$ cat src/rtl/keyenc_pkg.sv
// Shared definitions for the keypad encoder: FSM state encoding, key count
// and BCD code width.
package keyenc_pkg;

  localparam int KEY_N  = 10;
  localparam int CODE_W = 4;

  typedef enum logic [1:0] {
    IDLE = 2'd0,
    DEB  = 2'd1,
    EMIT = 2'd2,
    HELD = 2'd3
  } state_t;

endpackage

$ cat src/rtl/keypad_encode_10to4_if.sv
// Key/code bus of the keypad encoder.
// Handshake: the encoder raises vld with a stable y; y and vld hold until the
// rising clock edge where vld && rdy are both high, which completes the
// transfer. vld never depends combinationally on rdy.
// err is a one-cycle pulse reporting a rejected multi-key press (0 unless the
// encoder is built with KEYENC_MULTI_ERR_EN).
interface keypad_encode_10to4_if;
  import keyenc_pkg::*;

  logic [KEY_N-1:0]  I;
  logic              rdy;
  logic [CODE_W-1:0] y;
  logic              vld;
  logic              err;

  // Encoder side: consumes raw keys and rdy, produces the code.
  modport master (input I, input rdy, output y, output vld, output err);
  // Consumer / keypad side.
  modport slave (output I, output rdy, input y, input vld, input err);

endinterface

$ cat src/rtl/sync_2ff.sv
// Two-flop synchroniser, one independent chain per bit.
// Synchronous active-high reset clears both stages.
module sync_2ff #(
  parameter int WIDTH = 1
) (
  input  logic             clk,
  input  logic             rst,
  input  logic [WIDTH-1:0] i_d,
  output logic [WIDTH-1:0] o_q
);

  logic [WIDTH-1:0] r_meta;
  logic [WIDTH-1:0] r_sync;

  // Shift the asynchronous input through two capture stages.
  always_ff @(posedge clk) begin
    if (rst) begin
      r_meta <= '0;
      r_sync <= '0;
    end else begin
      r_meta <= i_d;
      r_sync <= r_meta;
    end
  end

  assign o_q = r_sync;

endmodule

$ cat src/rtl/keypad_encode_10to4.sv
// Registered 10-line to 4-bit BCD key encoder with synchroniser, press and
// release debounce and a valid/ready output. One code per press.
// Optional build macro: KEYENC_MULTI_ERR_EN -- reject multi-key presses with
// a one-cycle err pulse instead of encoding the highest pressed key.
module keypad_encode_10to4
  import keyenc_pkg::*;
#(
  parameter int DEBOUNCE = 16,
  parameter int CNT_W    = 16
) (
  input  logic                         clk,
  input  logic                         rst,
  keypad_encode_10to4_if.master        bus,
  output state_t                       dbg_state
);

  localparam logic [CNT_W-1:0] LP_CNT_MAX = CNT_W'(DEBOUNCE - 1);

  logic [KEY_N-1:0]  w_s;
  state_t            r_state, w_state_nx;
  logic [KEY_N-1:0]  r_snap, w_snap_nx;
  logic [CNT_W-1:0]  r_cnt, w_cnt_nx;
  logic [CODE_W-1:0] r_y, w_y_nx;
  logic              r_vld, w_vld_nx;
  logic              w_s_zero;
  logic              w_cnt_done;

  // Highest set index wins; key 9 has top priority.
  function automatic logic [CODE_W-1:0] encode(input logic [KEY_N-1:0] v);
    logic [CODE_W-1:0] code;
    code = '0;
    for (int i = 0; i < KEY_N; i++) begin
      if (v[i]) code = CODE_W'(i);
    end
    return code;
  endfunction

`ifdef KEYENC_MULTI_ERR_EN
  logic r_err, w_err_nx;
  logic w_multi;
  // More than one key in the accepted snapshot.
  assign w_multi = (r_snap & (r_snap - KEY_N'(1))) != '0;
`endif

  sync_2ff #(.WIDTH(KEY_N)) u_sync (
    .clk (clk),
    .rst (rst),
    .i_d (bus.I),
    .o_q (w_s)
  );

  assign w_s_zero   = (w_s == '0);
  assign w_cnt_done = (r_cnt == LP_CNT_MAX);

  // Next-state and next-register values; everything holds unless a state
  // rule updates it.
  always_comb begin
    w_state_nx = r_state;
    w_snap_nx  = r_snap;
    w_cnt_nx   = r_cnt;
    w_y_nx     = r_y;
    w_vld_nx   = r_vld;
`ifdef KEYENC_MULTI_ERR_EN
    w_err_nx   = 1'b0;
`endif
    case (r_state)
      IDLE: begin
        if (!w_s_zero) begin
          w_snap_nx  = w_s;
          w_cnt_nx   = '0;
          w_state_nx = DEB;
        end
      end
      DEB: begin
        if (w_s_zero) begin
          w_state_nx = IDLE;
        end else if (w_s != r_snap) begin
          w_snap_nx = w_s;
          w_cnt_nx  = '0;
        end else if (w_cnt_done) begin
`ifdef KEYENC_MULTI_ERR_EN
          if (w_multi) begin
            w_err_nx   = 1'b1;
            w_cnt_nx   = '0;
            w_state_nx = HELD;
          end else begin
            w_y_nx     = encode(r_snap);
            w_vld_nx   = 1'b1;
            w_state_nx = EMIT;
          end
`else
          w_y_nx     = encode(r_snap);
          w_vld_nx   = 1'b1;
          w_state_nx = EMIT;
`endif
        end else begin
          w_cnt_nx = r_cnt + CNT_W'(1);
        end
      end
      EMIT: begin
        // Key activity is ignored here; only the handshake moves on.
        if (r_vld && bus.rdy) begin
          w_vld_nx   = 1'b0;
          w_cnt_nx   = '0;
          w_state_nx = HELD;
        end
      end
      HELD: begin
        if (!w_s_zero) begin
          w_cnt_nx = '0;
        end else if (w_cnt_done) begin
          w_cnt_nx   = '0;
          w_state_nx = IDLE;
        end else begin
          w_cnt_nx = r_cnt + CNT_W'(1);
        end
      end
      default: w_state_nx = IDLE;
    endcase
  end

  // State and datapath registers with synchronous reset.
  always_ff @(posedge clk) begin
    if (rst) begin
      r_state <= IDLE;
      r_snap  <= '0;
      r_cnt   <= '0;
      r_y     <= '0;
      r_vld   <= 1'b0;
    end else begin
      r_state <= w_state_nx;
      r_snap  <= w_snap_nx;
      r_cnt   <= w_cnt_nx;
      r_y     <= w_y_nx;
      r_vld   <= w_vld_nx;
    end
  end

`ifdef KEYENC_MULTI_ERR_EN
  // Registered one-cycle reject pulse.
  always_ff @(posedge clk) begin
    if (rst) r_err <= 1'b0;
    else     r_err <= w_err_nx;
  end
  assign bus.err = r_err;
`else
  assign bus.err = 1'b0;
`endif

  assign bus.y     = r_y;
  assign bus.vld   = r_vld;
  assign dbg_state = r_state;

endmodule

$ cat src/flat_wrapper.sv
// flat-port wrapper written by rule: the top's interface ports become plain ports
module keypad_encode_10to4_flat import keyenc_pkg::*;
#(
  parameter int DEBOUNCE = 16,
  parameter int CNT_W    = 16
)
  (clk, rst, dbg_state, bus_I, bus_rdy, bus_y, bus_vld, bus_err);
  keypad_encode_10to4_if bus_i ();
  input  logic clk;
  input  logic rst;
  output state_t dbg_state;
  input wire logic [$bits(bus_i.I)-1:0] bus_I;
  input wire logic [$bits(bus_i.rdy)-1:0] bus_rdy;
  output wire logic [$bits(bus_i.y)-1:0] bus_y;
  output wire logic [$bits(bus_i.vld)-1:0] bus_vld;
  output wire logic [$bits(bus_i.err)-1:0] bus_err;
  assign bus_i.I = bus_I;
  assign bus_i.rdy = bus_rdy;
  assign bus_y = bus_i.y;
  assign bus_vld = bus_i.vld;
  assign bus_err = bus_i.err;
  keypad_encode_10to4 #(.DEBOUNCE(DEBOUNCE), .CNT_W(CNT_W)) u_core (.clk(clk), .rst(rst), .bus(bus_i), .dbg_state(dbg_state));
endmodule
$ cat config.mk
export PLATFORM = sky130hd
export DESIGN_NAME = keypad_encode_10to4_flat
export DESIGN_NICKNAME = d
export VERILOG_FILES = /design/src/rtl/keyenc_pkg.sv /design/src/rtl/keypad_encode_10to4_if.sv /design/src/rtl/sync_2ff.sv /design/src/rtl/keypad_encode_10to4.sv /design/src/flat_wrapper.sv
export SDC_FILE = /design/constraint.sdc
export NUM_CORES = 1
export LEC_CHECK = 0
export ABC_AREA = 1
export BUFFER_PORTS_ARGS = -buffer_cell sky130_fd_sc_hd__buf_2
export CAP_MARGIN = 20
export CELL_PAD_IN_SITES_DETAIL_PLACEMENT = 2
export CELL_PAD_IN_SITES_GLOBAL_PLACEMENT = 2
export CORE_MARGIN = 2
export CORE_UTILIZATION = 36
export DETAILED_ROUTE_END_ITERATION = 8
export PLACE_DENSITY_LB_ADDON = 0.1
export SLEW_MARGIN = 15
export SYNTH_ARGS = -nofsm -noshare
export SYNTH_HDL_FRONTEND = slang
export SYNTH_SLANG_ARGS = --single-unit
$ cat constraint.sdc
create_clock -name clk -period 3.1 [get_ports clk]
set_clock_uncertainty 0.2 [all_clocks]
set_input_delay 0.31 -clock clk [delete_from_list [all_inputs] [get_ports clk]]
set_output_delay 0.31 -clock clk [all_outputs]
set_load 0.01 [all_outputs]
* Word-level counts from Yosys, hierarchy flattened
Index checks and enable logic that the tools add are counted.
** Word-level totals
- Word-level logic and storage cells :: 70
- Input port bits :: 13
- Output and inout port bits :: 8
- Register bits after elaboration :: 53
** Operators by class
- Add/sub/neg operators :: 1
- Equality and inequality tests :: 16
- Bitwise gates (word level) :: 2
- Multiplexer cells :: 34
- Reduce and logical (&&, ||, !) cells :: 10
** Operator list (number)
- 2-to-1 mux 16 bit :: 7
- one-hot mux 16 bit (4 select lines) :: 1
- 2-to-1 mux 10 bit :: 3
- one-hot mux 10 bit (2 select lines) :: 1
- 2-to-1 mux 2 bit :: 9
- adder 16 x 1 -> 16 bit, second input constant :: 1
- equality test 16 x 4 -> 1 bit, second input constant :: 1
- 2-to-1 mux 3 bit :: 4
- AND reduction 4 bit :: 3
- zero test 10 bit :: 1
- != test 10 bit :: 1
- != test 2 x 1 -> 1 bit, second input constant :: 5
- 2-to-1 mux 4 bit :: 2
- one-hot mux 2 bit (4 select lines) :: 1
- != test 2 bit, second input constant :: 3
- AND reduction 6 bit :: 1
- 2-to-1 mux 1 bit :: 5
- AND reduction 5 bit :: 1
- equality test 2 bit, second input constant :: 2
- nonzero test 2 bit :: 2
- != test 3 x 1 -> 1 bit, second input constant :: 1
- != test 3 x 2 -> 1 bit, second input constant :: 1
- != test 3 bit, second input constant :: 1
- equality test 2 x 1 -> 1 bit, second input constant :: 1
- 4 further kinds :: 5

* Depth between registers and ports, before layout
Gate-level depths: netlist of run 1.
- Depth after elaboration :: 9
- Depth in mapped cells :: 12
- Mapped depth without buffers :: 12

* Hierarchy
From an unflattened synthesis of run 1, not the netlist that was laid out.
** Second synthesis, totals
- Cell total of the unflattened synthesis :: 423
- Area, all modules :: 2795.2 um^2
** By module, submodules not included
- keypad_encode_10to4 :: times used 1, seq. area each 660.6 um^2, cells an instance 361, area an instance 2222.1 um^2
- sync_2ff :: times used 1, seq. area each 400.4 um^2, cells an instance 62, area an instance 573.0 um^2

* Worst setup path after synthesis of run 1
OpenSTA, ideal clock, no wires.
- Path type :: flip-flop to flip-flop
- From :: register u_core.r_cnt[0]
- To :: register u_core.r_cnt[2]
- Slack :: 1273 ps
- Data required time :: 2786 ps
- Data arrival time :: 1514 ps
- Buffers on the path :: 1
- Period minus slack after synthesis :: 1827 ps
- Cell stages (with the launch flop) :: 12
- Library setup time :: 114 ps
- Path through :: dfxtp_1 ha_1 nand3_2 clkinv_2 nand3_2 nor2_4 nand4_4 buf_6 nand3_1 nand2_1 nand2_1 nor2_1
** On the way
- Word-level cells in the longest chain between the ends :: 5
- Elaborated cells between the ends (all ways) :: 10
- Classes of those cells :: add/sub (1); eq/ne (2); mux (6); reduce/logical (1)
** Ends and longest elaborated chain
- start: declaration :: RTL line keypad_encode_10to4.sv:22 : logic [CNT_W-1:0] r_cnt, w_cnt_nx;
- start signal: assignment :: RTL line keypad_encode_10to4.sv:133 : r_cnt <= w_cnt_nx;
- adder 16 x 1 -> 16 bit :: RTL line keypad_encode_10to4.sv:97, keypad_encode_10to4.sv:115
- 2-to-1 mux 16 bit :: RTL line keypad_encode_10to4.sv:80 : end else if (w_cnt_done) begin
- 2-to-1 mux 16 bit :: RTL line keypad_encode_10to4.sv:77 : end else if (w_s != r_snap) begin
- 2-to-1 mux 16 bit :: RTL line keypad_encode_10to4.sv:75 : if (w_s_zero) begin
- one-hot mux 16 bit (4 select lines) :: RTL line keypad_encode_10to4.sv:66 : case (r_state)
Several ways; a longest one is shown, not always the timed one. The select of a mux whose other input is x is not followed.
A chain may end at the register's enable or synchronous reset.

==> results.sh, run 1 <==
export IMPL_status="finished, final reports clean"
export IMPL_drv_slew=0
export IMPL_synth_area_leaders="dfxtp_1, nand2_1, nor2_1"
export IMPL_synth_fa_ha_area_frac=0.02494
export IMPL_h_tree_depth=2
export IMPL_viasPerCell=4.863
export IMPL_finalSetupTns_ps=0
export IMPL_synth_top_family_by_area="simple AND/OR/NAND/NOR gates"
export IMPL_io_pins=21
export IMPL_row_count=33
export IMPL_clock_latency_ps=320
export IMPL_n_antenna_cell=0
export IMPL_holdWs_ps=208.9
export IMPL_ys_warn_count=0
export IMPL_gr_total_overflow=0
export IMPL_yosys_area_share_xor_xnor=0.02037
export IMPL_gp_congestion=0.7596
export IMPL_drive_above_1_share=0.1335
export IMPL_core_area_sq_um=8175
export IMPL_critical_path_max_stage_delay_ps=410
export IMPL_die_area_sq_um=9110
export IMPL_grt_use_total=0.2091
export IMPL_syn_inst=461
export IMPL_clkTransAtPathRegs_ps=100
export IMPL_cts_tree="done"
export IMPL_synth_distinct_cells=34
export IMPL_placed_area_sq_um=3169
export IMPL_wl_per_cell_um=14.89
export IMPL_path_class="reg2reg"
export IMPL_drt_total_wl_um=8815
export IMPL_crit_buf_inv=2
export IMPL_yosysSeqAreaShare=0.3525
export IMPL_endpoint_kind="flop"
export IMPL_cts_resized=0
export IMPL_root_buffer="clkbuf_8"
export IMPL_synth_cell_area_sq_um=3010
export IMPL_antenna_found_initial=0
export IMPL_maxCapViolCount=0
export IMPL_peakVddDrop_uv=260.8
export IMPL_fin_crit_sh=0.7774
export IMPL_grt_pass1_vias=3087
export IMPL_crit_fanout=16
export IMPL_die_x_um=95.45
export IMPL_syn_to_final_growth_pct=12.18
export IMPL_grt_setup_unrepaired="false"
export IMPL_async_flop_share=0
export IMPL_drt_iter0_markers=47
export IMPL_worstPathCellList="inv_1, ha_1, inv_1, nor2_2, nor2_4, o211ai_2, nand2_1, nor2_1"
export IMPL_p_per_area_nw_per_um2=664.7
export IMPL_synth_top_area_cell="dfxtp_1"
export IMPL_final_hold_viol_count=0
export IMPL_grt_start_max_net_pins=30
export IMPL_worst_slew_pin_slew_ps=725.3
export IMPL_drc_errors=0
export IMPL_relSlewSlack=0.5159
export IMPL_grt_pass1_wl_um=14620
export IMPL_cpMostUsedCell="inv_1"
export IMPL_setup_viol=0
export IMPL_finalInstanceArea_sq_um=3377
export IMPL_synth_compound_area_frac=0.06608
export IMPL_io_buffers=19
export IMPL_cp_slowest_cell="ha_1"
export IMPL_numCtsBuffers=5
export IMPL_worstPathArrival_ps=2430
export IMPL_cts_sinks=53
export IMPL_cp_start_kind="flop"
export IMPL_synth_edff_count=0
export IMPL_dp_hpwl_um=6607
export IMPL_power_mw=2.245
export IMPL_ant_nets=0
export IMPL_fmax_mhz=414.9
export IMPL_yosys_most_used_dff="dfxtp_1"
export IMPL_yosys_area_share_simple=0.4115
export IMPL_crit_required_ps=3120
export IMPL_syn_mean_instance_area_sq_um=6.530
export IMPL_p_leak_nw=1.535
export IMPL_clockBufferDepth=2
export IMPL_nNetsFinal=506
export IMPL_final_util=0.4131
export IMPL_initial_core_util=0.3682
export IMPL_crit_family="simple AND/OR/NAND/NOR gates"
export IMPL_fin_crit_ps=2410
export IMPL_hold_path_class="reg2reg"
export IMPL_synth_mux_area_frac=0
export IMPL_vias=2879
export IMPL_dieHeight_um=95.45
export IMPL_ys_ff_latch=53
export IMPL_yosys_area_top_type_share=0.3525
export IMPL_fillers=1019
export IMPL_syn_num_nets=480
export IMPL_firstDrtPassIters=4
-- worst reg2reg max path: stages (launching register included) --
cell and delay, ps:
dfxtp_1 400, inv_1 110, ha_1 410, inv_1 200
nor2_2 80, nor2_4 400, o211ai_2 270, nand2_1 170
nor2_1 70
-- where the power goes --
part           switching (mW)  total (mW)  internal, mW
clock                   0.246       0.486         0.240
sequential             0.0843       0.856         0.771
combinational           0.623       0.903         0.280
-- cell type report --
cell class,instances,area (sq um),area share
Timing Repair Buffer,31,210.2,0.06225
Inverter,76,289.0,0.08559
Clock inverter,2,38.79,0.01149
Tap cell,105,131.4,0.03890
Multi-Input combinational cell,320,1578,0.4672
Sequential cell,53,1061,0.3142
Clock buffer,5,68.82,0.02038
-- cells by family (layout without fill, tap and decap cells) --
group,after synthesis,in the layout
other,1,1
AND/OR/NAND/NOR,269,269
XOR/XNOR,7,7
flip-flops,53,53
adder cells (fa/ha/maj),6,6
buffers and inverters,88,114
AO/OA/AOI/OAI,37,37
-- layer usage --
layer	up-vias	global-route usage	share of wire
met4	0	0.04881	0.0095
met1	1396	0.2258	0.42
met3	6	0.02609	0.011
met2	14	0.4243	0.56
met5	-	0	0
li1	1463	-	-
-- flip-flops by register name (all words and copies together) (netlist names), named ones only --
register / flops
u_core.r_cnt: 16
u_core.r_snap: 10
u_core.u_sync.o_q: 10
u_core.u_sync.r_meta: 10
u_core.bus.y: 4
u_core.bus.vld: 1
u_core.dbg_state: 1
-- cell usage after synthesis (2+ instances only) --
master    count
dfxtp_1      53
nand4_1      10
o21ai_0       9
ha_1          6
nand3_2       7
xor2_1        3
nand2_2       2
nor2_2       10
inv_1        69
xnor2_1       4
nand2_1     104
buf_2         3
nor3_1        7
a21oi_1      19
nor2_4        3
nor2_1       82
o21ai_1       6
inv_2         5
nand3_1      37
buf_6         4
nand2_4       3
clkbuf_1      3
-- layout by cell type (no fill, tap or decap), types with 2 or more instances in the layout --
master,n
a21oi_1,19
buf_2,19
buf_4,2
clkbuf_8,5
dfxtp_1,53
dlygate4sd3_1,10
ha_1,6
inv_1,69
inv_2,5
nand2_1,104
nand2_2,2
nand2_4,3
nand3_1,37
nand3_2,7
nand4_1,10
nor2_1,82
nor2_2,10
nor2_4,3
nor3_1,7
o21ai_0,9
o21ai_1,6
xnor2_1,4
xor2_1,3
-- metrics by stage --
step	setup WS [ps]	instances
after detailed placement	724.2	575
after CTS	678.9	592
after global routing	518.8	592
after floorplan	1273	461
after global placement	856.0	575
final	690.0	592
-- repair_timing --
item / 4_1_cts / 5_1_grt
hold endpoints to repair: 10 / 0
hold buffers: 10 / 0
setup buffers: 0 / 0
-- final timing paths --
path         cells past startpoint                               to                                from  slack, ps
max                              8    u_core.r_cnt[12]$_SDFFE_PP0P_                                flop        690
min                              2  u_core.u_sync.o_q[6]$_SDFF_PP0_  u_core.u_sync.r_meta[6]$_SDFF_PP0_        210
max reg2reg                      8    u_core.r_cnt[12]$_SDFFE_PP0P_                                flop        690
min reg2reg                      2  u_core.u_sync.o_q[6]$_SDFF_PP0_  u_core.u_sync.r_meta[6]$_SDFF_PP0_        210
Power figures use the tool's default switching activity.
==> run 2, diff against run 1 <==
--- a/config.mk
+++ b/config.mk
@@ -5,13 +5,13 @@
 export SDC_FILE = /design/constraint.sdc
 export NUM_CORES = 1
 export LEC_CHECK = 0
-export ABC_AREA = 1
+export ABC_AREA = 0
 export BUFFER_PORTS_ARGS = -buffer_cell sky130_fd_sc_hd__buf_2
 export CAP_MARGIN = 20
 export CELL_PAD_IN_SITES_DETAIL_PLACEMENT = 2
 export CELL_PAD_IN_SITES_GLOBAL_PLACEMENT = 2
 export CORE_MARGIN = 2
-export CORE_UTILIZATION = 36
+export CORE_UTILIZATION = 33
 export DETAILED_ROUTE_END_ITERATION = 8
 export PLACE_DENSITY_LB_ADDON = 0.1
 export SLEW_MARGIN = 15
==> constraint.sdc (replaced) <==
create_clock -name clk -period 2.05 [get_ports clk]
set_clock_uncertainty 0.2 [all_clocks]
set_input_delay 0.205 -clock clk [delete_from_list [all_inputs] [get_ports clk]]
set_output_delay 0.205 -clock clk [all_outputs]
set_load 0.01 [all_outputs]
==> results.sh, run 2 <==
export IMPL_syn_to_final_growth_pct=44.27
export IMPL_drc_errors=0
export IMPL_async_flop_share=0
export IMPL_grt_setup_unrepaired="true"
export IMPL_nNetsFinal=398
export IMPL_swShare=0.3147
export IMPL_fin_crit_sh=1.210
export IMPL_synth_common_cells="dfxtp_1, nor2_1, inv_1, nor2b_1, a21oi_1"
export IMPL_drv_slew=0
export IMPL_p_leak_nw=1.560
export IMPL_die_area_sq_um=8569
export IMPL_reg2regPathDepth=7
export IMPL_grt_use_total=0.1960
export IMPL_synth_top_area_cell="dfxtp_1"
export IMPL_p_per_area_nw_per_um2=641.2
export IMPL_layout_common_cells="buf_4, dfxtp_1, nor2_1"
export IMPL_yosys_most_used_dff="dfxtp_1"
export IMPL_grt_pass1_wl_um=13290
export IMPL_final_common_cell="buf_4"
export IMPL_switching_power_mw=0.7535
export IMPL_seqPwrFrac=0.457
export IMPL_status="finished with violations"
export IMPL_comb_power_share=0.268
export IMPL_clockBufferDepth=2
export IMPL_die_x_um=92.57
export IMPL_cp_slowest_cell="or4_4"
export IMPL_cts_tree="done"
export IMPL_holdPathEnd="u_core.r_snap[0]$_SDFFE_PP0P_"
export IMPL_fin_crit_ps=2479
export IMPL_synth_edff_count=0
export IMPL_io_buffers=19
export IMPL_ys_ff_latch=53
export IMPL_syn_mean_instance_area_sq_um=9.245
export IMPL_finalSetupTns_ps=-10860
export IMPL_n_antenna_cell=0
export IMPL_final_hold_viol_count=0
export IMPL_rrSetupSlack_ps=-430
export IMPL_antenna_found_initial=0
export IMPL_fmax_mhz=403.3
export IMPL_synth_fa_ha_area_frac=0.02900
export IMPL_syn_inst=280
export IMPL_violations="setup timing"
export IMPL_hold_path_class="in2reg"
export IMPL_min_path_cells=2
export IMPL_yosysSeqAreaShare=0.4099
export IMPL_relSlewSlack=0.6563
export IMPL_root_buffer="clkbuf_8"
export IMPL_path_class="reg2reg"
export IMPL_critical_path_max_stage_delay_ps=560
export IMPL_row_count=32
export IMPL_core_area_sq_um=7647
export IMPL_wl_per_cell_um=17.06
export IMPL_grt_pass1_vias=2688
export IMPL_initial_core_util=0.3385
export IMPL_h_tree_depth=2
export IMPL_largest_reg_flops=16
export IMPL_dieHeight_um=92.57
export IMPL_drive_above_1_share=0.3921
export IMPL_finalWorstSetupSlack_ps=-429.5
export IMPL_synth_cell_area_sq_um=2589
export IMPL_synth_area_leaders="dfxtp_1, mux2i_1, nor2b_1"
export IMPL_firstDrtPassIters=4
export IMPL_intPower_mw=1.641
export IMPL_vias=2399
export IMPL_ys_warn_count=0
export IMPL_drt_total_wl_um=8221
export IMPL_drt_iter0_markers=38
export IMPL_yosys_area_share_xor_xnor=0.03383
export IMPL_regMostFlops="u_core.r_cnt"
export IMPL_numCtsBuffers=5
export IMPL_ant_nets=0
export IMPL_yosys_area_share_simple=0.2542
export IMPL_synth_compound_area_frac=0.1600
export IMPL_worstReg2RegEnd="u_core.r_cnt[2]$_SDFFE_PP0P_"
export IMPL_p_clk_frac=0.275
export IMPL_synth_top_family_by_area="simple AND/OR/NAND/NOR gates"
export IMPL_maxCapViolCount=0
export IMPL_syn_num_nets=299
export IMPL_crit_family="simple AND/OR/NAND/NOR gates"
export IMPL_peakVddDrop_uv=349.2
export IMPL_gp_congestion=0.7228
export IMPL_dpl_cell_count=456
export IMPL_synth_mux_area_frac=0.05413
export IMPL_io_pins=21
export IMPL_power_mw=2.395
export IMPL_viasPerCell=4.977
export IMPL_min_from="rst"
export IMPL_setup_viol=33
export IMPL_crit_fanout=9
export IMPL_cts_sinks=53
export IMPL_cp_start_kind="flop"
export IMPL_yosysMostFrequentCell="dfxtp_1"
export IMPL_grt_start_max_net_pins=24
export IMPL_yosys_area_top_type_share=0.4099
export IMPL_worstPathArrival_ps=2500
export IMPL_clock_latency_ps=310
export IMPL_clkTransAtPathRegs_ps=110
export IMPL_crit_required_ps=2070
export IMPL_dp_hpwl_um=5504
export IMPL_r2r_start="u_core.r_cnt[7]$_SDFFE_PP0P_"
export IMPL_instances_no_fill=482
export IMPL_gr_total_overflow=0
export IMPL_worst_slew_pin_slew_ps=515.6
export IMPL_endpoint_kind="flop"
export IMPL_worstPathCellList="or4_4, nor4b_4, nand4_2, a32oi_4, buf_6, a21oi_1, o32ai_1"
export IMPL_crit_buf_inv=1
export IMPL_synth_distinct_cells=51
[run 2: power by group through the flow]
stage	Clock (mW)	Combinational, mW	Sequential (mW)
floorplan	0	0.321	1.12
global placement	0	0.540	1.11
detailed placement	0	0.554	1.11
CTS	0.678	0.618	1.09
global route	0.718	0.695	1.10
finish	0.658	0.642	1.09
[run 2: area by class of cell]
| cell class | instances | area [sq um] |
|---|---|---|
| clock inverter | 3 | 28.78 |
| inverter | 20 | 75.07 |
| clock buffer | 5 | 68.82 |
| fill | 824 | 3913 |
| sequential | 53 | 1069 |
| timing repair buffer | 105 | 832.0 |
| tap | 102 | 127.6 |
| multi-input combinational | 194 | 1534 |
[run 2: routing by layer]
metal / vias to the layer above / routed length [um] / global-route usage
met1: 1180 / 3708 / 0.2412
met3: 12 / 167 / 0.03092
li1: 1174 / - / -
met2: 33 / 4206 / 0.3589
met5: - / 0 / 0
met4: 0 / 139 / 0.04229
[run 2: worst max path at each step]
stage | start | end | slack [ps] | depth (start not counted)
2_1_floorplan | u_core.r_cnt[8]$_SDFFE_PP0P_ | u_core.r_cnt[12]$_SDFFE_PP0P_ | -260 | 7
3_3_place_gp | u_core.r_cnt[5]$_SDFFE_PP0P_ | u_core.r_cnt[11]$_SDFFE_PP0P_ | -400 | 7
4_1_cts | u_core.r_cnt[8]$_SDFFE_PP0P_ | u_core.r_cnt[2]$_SDFFE_PP0P_ | -450 | 7
5_1_grt | u_core.r_cnt[7]$_SDFFE_PP0P_ | u_core.r_cnt[2]$_SDFFE_PP0P_ | -520 | 7
6_report | u_core.r_cnt[7]$_SDFFE_PP0P_ | u_core.r_cnt[2]$_SDFFE_PP0P_ | -430 | 7
3_5_place_dp | u_core.r_cnt[5]$_SDFFE_PP0P_ | u_core.r_cnt[11]$_SDFFE_PP0P_ | -430 | 7
[run 2: through the flow]
step	utilization	instance area [sq um]	hold WS (ps)	worst slack [ps]
final	0.4884	3735	143.0	-429.5
after global routing	0.4884	3735	184.0	-516.4
after CTS	0.4741	3626	125.6	-454.8
after detailed placement	0.4331	3312	223.9	-425.1
after global placement	0.4331	3312	212.1	-403.7
after floorplan	-	2625	133.2	-264.4
[run 2: repair_timing]
action	CTS	global route
pin swaps	8	11
hold buffers	11	0
buffers inserted	4	4
resized for setup	15	19
hold endpoints to repair	11	0
endpoints found under the setup margin	33	33
[run 2: logic make-up (layout without fill, tap and decap cells)]
family / after synthesis / count (layout)
AND/OR/NAND/NOR: 112 / 112
flip-flops: 53 / 53
AO/OA/AOI/OAI: 51 / 51
buffers and inverters: 33 / 133
multiplexers: 14 / 14
XOR/XNOR: 10 / 10
adder cells (fa/ha/maj): 6 / 6
other: 1 / 1
